$ cat config.mk
export PLATFORM = sky130hd
export DESIGN_NAME = seg_scan
export DESIGN_NICKNAME = d
export VERILOG_FILES = /design/src/rtl/seg_scan.sv
export SDC_FILE = /design/constraint.sdc
export NUM_CORES = 1
export LEC_CHECK = 0
export CAP_MARGIN = 20
export CELL_PAD_IN_SITES_DETAIL_PLACEMENT = 0
export CELL_PAD_IN_SITES_GLOBAL_PLACEMENT = 1
export CORE_ASPECT_RATIO = 0.6
export CORE_MARGIN = 2
export CORE_UTILIZATION = 43
export CTS_CLUSTER_DIAMETER = 50
export DETAILED_ROUTE_END_ITERATION = 10
export MAX_ROUTING_LAYER = met4
export PLACE_DENSITY_LB_ADDON = 0.05
export SYNTH_ARGS = -nofsm -noshare
export SYNTH_HDL_FRONTEND = slang
export SYNTH_SLANG_ARGS = --single-unit
$ cat constraint.sdc
create_clock -name clk -period 2.7 [get_ports clk]
set_clock_uncertainty 0.05 [all_clocks]
set_input_delay 0.27 -clock clk [delete_from_list [all_inputs] [get_ports clk]]
set_output_delay 0.27 -clock clk [all_outputs]
set_load 0.005 [all_outputs]
$ cat src/rtl/seg_scan.sv
// Time-multiplexed four-digit seven-segment scanner with registered, active-low anode/cathode drive.
// Define SEG_SNAPSHOT_EN to defer pattern loads to the next frame boundary, so a frame never shows a mix of old and new patterns.
module seg_scan #(
   parameter int REFRESH_DIV = 100000
) (
   input  logic        clk,
   input  logic        rst,
   input  logic [31:0] s_in,
   input  logic        load,
   input  logic        en,
   output logic [3:0]  an,
   output logic [7:0]  seg,
   output logic        frame_tick
);

   localparam int CW = (REFRESH_DIV > 2) ? $clog2(REFRESH_DIV) : 1;
   localparam logic [CW-1:0] CNT_LAST = CW'(REFRESH_DIV - 1);

   logic [CW-1:0] cnt;
   logic [1:0]    idx;
   logic [31:0]   pat;
   logic          wrap;
   logic          boundary;

   assign wrap     = (cnt == CNT_LAST);
   assign boundary = en && wrap && (idx == 2'd3);

   // NOTE: state registers use non-blocking assignments so every flop samples pre-edge values.
   always_ff @(posedge clk or posedge rst) begin
      if (rst) begin
         cnt <= '0;
         idx <= 2'd0;
      end else if (en) begin
         if (wrap) begin
            cnt <= '0;
            idx <= idx + 2'd1;
         end else begin
            cnt <= cnt + CW'(1);
         end
      end
   end

   // Outputs are registered so they lag idx/pat by one cycle and never glitch.
   always_ff @(posedge clk or posedge rst) begin
      if (rst) begin
         an         <= 4'b1111;
         seg        <= 8'hFF;
         frame_tick <= 1'b0;
      end else begin
         frame_tick <= boundary;
         if (en) begin
            an  <= ~(4'b0001 << idx);
            seg <= pat[{idx, 3'b000} +: 8];
         end else begin
            an  <= 4'b1111;
            seg <= 8'hFF;
         end
      end
   end

`ifdef SEG_SNAPSHOT_EN
   logic [31:0] pend;
   logic        pending;

   // A load on the boundary itself bypasses the pending stage; otherwise loads wait for the boundary.
   always_ff @(posedge clk or posedge rst) begin
      if (rst) begin
         pat     <= 32'hFFFF_FFFF;
         pend    <= 32'hFFFF_FFFF;
         pending <= 1'b0;
      end else if (boundary) begin
         pending <= 1'b0;
         if (load) begin
            pat <= s_in;
         end else if (pending) begin
            pat <= pend;
         end
      end else if (load) begin
         pend    <= s_in;
         pending <= 1'b1;
      end
   end
`else
   always_ff @(posedge clk or posedge rst) begin
      if (rst) begin
         pat <= 32'hFFFF_FFFF;
      end else if (load) begin
         pat <= s_in;
      end
   end
`endif

endmodule
==> metrics.txt <==
worst supply voltage drop on vdd=between 400 and 500 uV; fraction of power consumed by combinational cells=0.126; combinational family with the most area after synthesis=multiplexers; maximum number of pins on one net before global-route repair=65; HP Class=in -> async; Max-cap violations=0; buffer levels on the longest clock path=2; nets@finish=a little under 300; CTS tree=built; power share of the sequential group=0.516; Mapped Nets=~240; average cell area after synthesis=about 14 sq um; slew at the pin closest to its max-slew limit=0.798 ns; proportion of synthesized chip area in sequential cells=0.587; WL per Instance=16.3 um; initial antenna violation count=0; synthesized cell area=between 0.002 and 0.003 sq mm; flop and latch count out of synthesis=64; top layer used by detailed routing=met4; die span in x=109 um; non-filler cells, final=between 300 and 400; floorplan die area=between 0.007 and 0.008 sq mm; source-to-sink clock delay at the later pin of the worst-skew pair=between 0.3 and 0.4 ns; number of cells upsized or downsized after cts=0; Num CTS Buffers=9; end of the worst register-to-register path=idx[1]; Worst Path Buf+Inv=0; Remaining Overflow, GRT=0; wire length on met1=2720 um; number of distinct library cells after synthesis=30; run status=finished, final reports clean; portion of netlist area occupied by mux cells=0.200; via count=roughly 1,700; RSZ-0062 raised after global routing=false; kind of capture point of the worst setup path=flip-flop; endpoints failing hold=0; Clock transition at path regs=about 0.070 ns; via count of the first global-routing pass=approximately 1,900; final setup vio count=0; global router's overall resource usage=0.187; share of flip-flops with an asynchronous set or reset=1.00; number of warnings reported in the yosys synthesis log=0; met3 wirelength from detailed routing=roughly 360 um; height of the die=about 67 um; DR DRC count=0; number of diodes added for antenna fixing=0; share of cells above drive strength 1=0.415; Core Area=0.00622 sq mm; Net Switching=about 0.54 mW; Main synth FF type=dfstp_2; Clock power frac=0.357; CP arrival=~2.4 ns; CP max stage cell=or4_4; TritonCTS sink count=64; total placed cells including tap cells=328; Max-slew headroom=0.468; final slew viol count=0; Crit Reg-Reg Startpoint=cnt[14]; Setup crit start=cnt[14]; critical-path cell list=or4_1 -> or4_4 -> nor2_8 -> mux2_4; XOR/XNOR Fraction of Synth Area=0.0403; final cycle utilization of the critical path=0.822; global-route wire length before repair=around 9500 um; final routed wirelength across all metal layers=between 5000 and 6000 um; share of synthesized cell area in full adder, half adder and majority cells=0.0222; Area growth, synth to finish=27.2%; via-per-instance ratio=5.07; number of nets with antenna violations after detailed routing=0; Fin Setup TNS=0 ns; starting density of the core=0.454; Critical Path Max Stage Delay=between 0.5 and 0.6 ns; Worst Setup Path Type=reg -> reg; proportion of total power due to net switching=0.238; Worst setup SP type=flip-flop; r2r setup slk=0.48 ns; maximum net fanout on the critical path=8; LEAKAGE=~1.5 nW; iteration-0 DRC count of the detailed router=55; ports placed on the boundary=49; final RePlAce weighted congestion=between 0.8 and 0.9; maximum frequency from static timing analysis=450 MHz; cell area power density=around 640 mW/mm^2; length in cells of the worst reg-to-reg path=4; detailed-routed wire length on met2=2480 um; post-synthesis instance total=200; buffers added on ports=48; standard-cell row count=22; area fraction in and, or, nand and nor cells after synthesis=0.111; total power=roughly 2.3 mW; hold-fix buffer count after cts=0; fillers=between 500 and 600; setup fix buffers added after clock tree synthesis=0; H-Tree Depth=3; HPWL after DPL=just under 4000 um; critical path's top delay family=simple AND/OR/NAND/NOR gates; critical path required time=roughly 2.9 ns; cell-internal power=approximately 1.7 mW; clock period minus final worst setup slack=roughly 2.2 ns; number of flops mapped to enable cells by yosys=0; total iterations of the first detailed-routing run=4; clock tree root buffer cell=clkbuf_8; compound-cell area share of the yosys netlist=0.0173
stage by stage:
step                      instance area, sq um  setup slack [ns]  hold slack, ns  utilization
after floorplan                           2820             0.609           0.372            -
after global placement                    3390             0.512           0.423        0.546
after detailed placement                  3390             0.495           0.430        0.546
after CTS                                 3590             0.487           0.442        0.578
after global routing                      3590             0.424           0.466        0.578
final                                     3590             0.480           0.429        0.578
cell type report:
cell class	instances	area [sq um]	share of cell area
sequential	64	1660	0.461
inverter	5	18.8	0.00522
clock buffer	13	159	0.0442
clock inverter	3	40.0	0.0111
tap	84	105	0.0292
timing repair buffer	52	510	0.142
multi-input combinational	123	1100	0.307
power groups by stage:
| stage | Combinational, mW | Clock (mW) | Sequential (mW) |
|---|---|---|---|
| floorplan | 0.183 | 0 | 1.18 |
| global placement | 0.278 | 0 | 1.19 |
| detailed placement | 0.290 | 0 | 1.20 |
| CTS | 0.293 | 0.831 | 1.18 |
| global route | 0.320 | 0.894 | 1.20 |
| finish | 0.289 | 0.819 | 1.18 |
layer usage:
layer	up-vias	global-route usage
li1	818	-
met1	867	0.243
met2	54	0.277
met3	6	0.0714
met4	0	0.0497
met5	-	-
cell usage after synthesis, types with 2 or more instances:
cell type  number  area (sq um)
nand2b_1        8          50.1
dfrtp_1        20           500
ha_1            5          62.6
a21oi_1         3          15.0
nand4_1         5          31.3
nor3_1          3          15.0
clkbuf_1        3          11.3
xor2_1          6          52.6
xnor2_1         7          61.3
mux2_2         32           360
and4_1          2          17.5
o21ai_1         2          10.0
mux4_2          8           180
nor2_1         10          37.5
or4_1           3          22.5
inv_1           5          18.8
o31ai_1         2          15.0
buf_1           3          11.3
nand3_1         8          40.0
dfstp_2        44          1160
nand2_1        11          41.3
buf_6           2          22.5
how the worst max path moves through the flow:
stage | to | slack (ns) | cells after the start
after global placement | idx[1] | 0.51 | 4
after floorplan | idx[1] | 0.61 | 4
after detailed placement | idx[1] | 0.49 | 4
after CTS | idx[1] | 0.49 | 4
after global routing | idx[1] | 0.42 | 4
final | idx[1] | 0.48 | 4
cells by family (layout without fill, tap and decap cells):
| logic type | Yosys count | in the layout |
|---|---|---|
| xor+xnor | 13 | 13 |
| fa+ha+maj | 5 | 5 |
| flops | 64 | 64 |
| buf+inv | 13 | 73 |
| compound gates | 8 | 8 |
| simple gates | 55 | 55 |
| mux | 42 | 42 |
flip-flops by register name, indices dropped and copies added (netlist names):
signal	cells
pat	32
idx	2
an	4
seg	8
cnt	17
frame_tick	1
cells in the final DEF, fill, tap and decap left out:
| cell type | count |
|---|---|
| or4_4 | 1 |
| inv_2 | 1 |
| inv_1 | 4 |
| clkdlybuf4s50_1 | 48 |
| nand4_1 | 5 |
| dfstp_2 | 44 |
| or4_1 | 3 |
| nor2_1 | 10 |
| nand2_1 | 11 |
| buf_4 | 4 |
| mux2_2 | 32 |
| ha_1 | 5 |
| or4b_4 | 1 |
| xor2_1 | 6 |
| or2_2 | 1 |
| dfrtp_1 | 20 |
| nor3_1 | 3 |
| mux4_2 | 8 |
| clkbuf_1 | 2 |
| o21ai_1 | 2 |
| and4_1 | 2 |
| nand2b_1 | 8 |
| and3_1 | 1 |
| o2bb2ai_1 | 1 |
| nand3_1 | 8 |
| nor2_8 | 1 |
| xnor2_1 | 7 |
| clkinv_2 | 2 |
| mux2i_1 | 1 |
| mux2_4 | 1 |
| clkbuf_8 | 11 |
| o31ai_1 | 2 |
| a21oi_1 | 3 |
| bufinv_16 | 1 |
worst register-to-register path, cell delays in order, from the launching register on:
cell and delay, ns:
dfrtp_1 0.44, or4_1 0.54, or4_4 0.59, nor2_8 0.18
mux2_4 0.31
(Power assumes the default switching activity.)
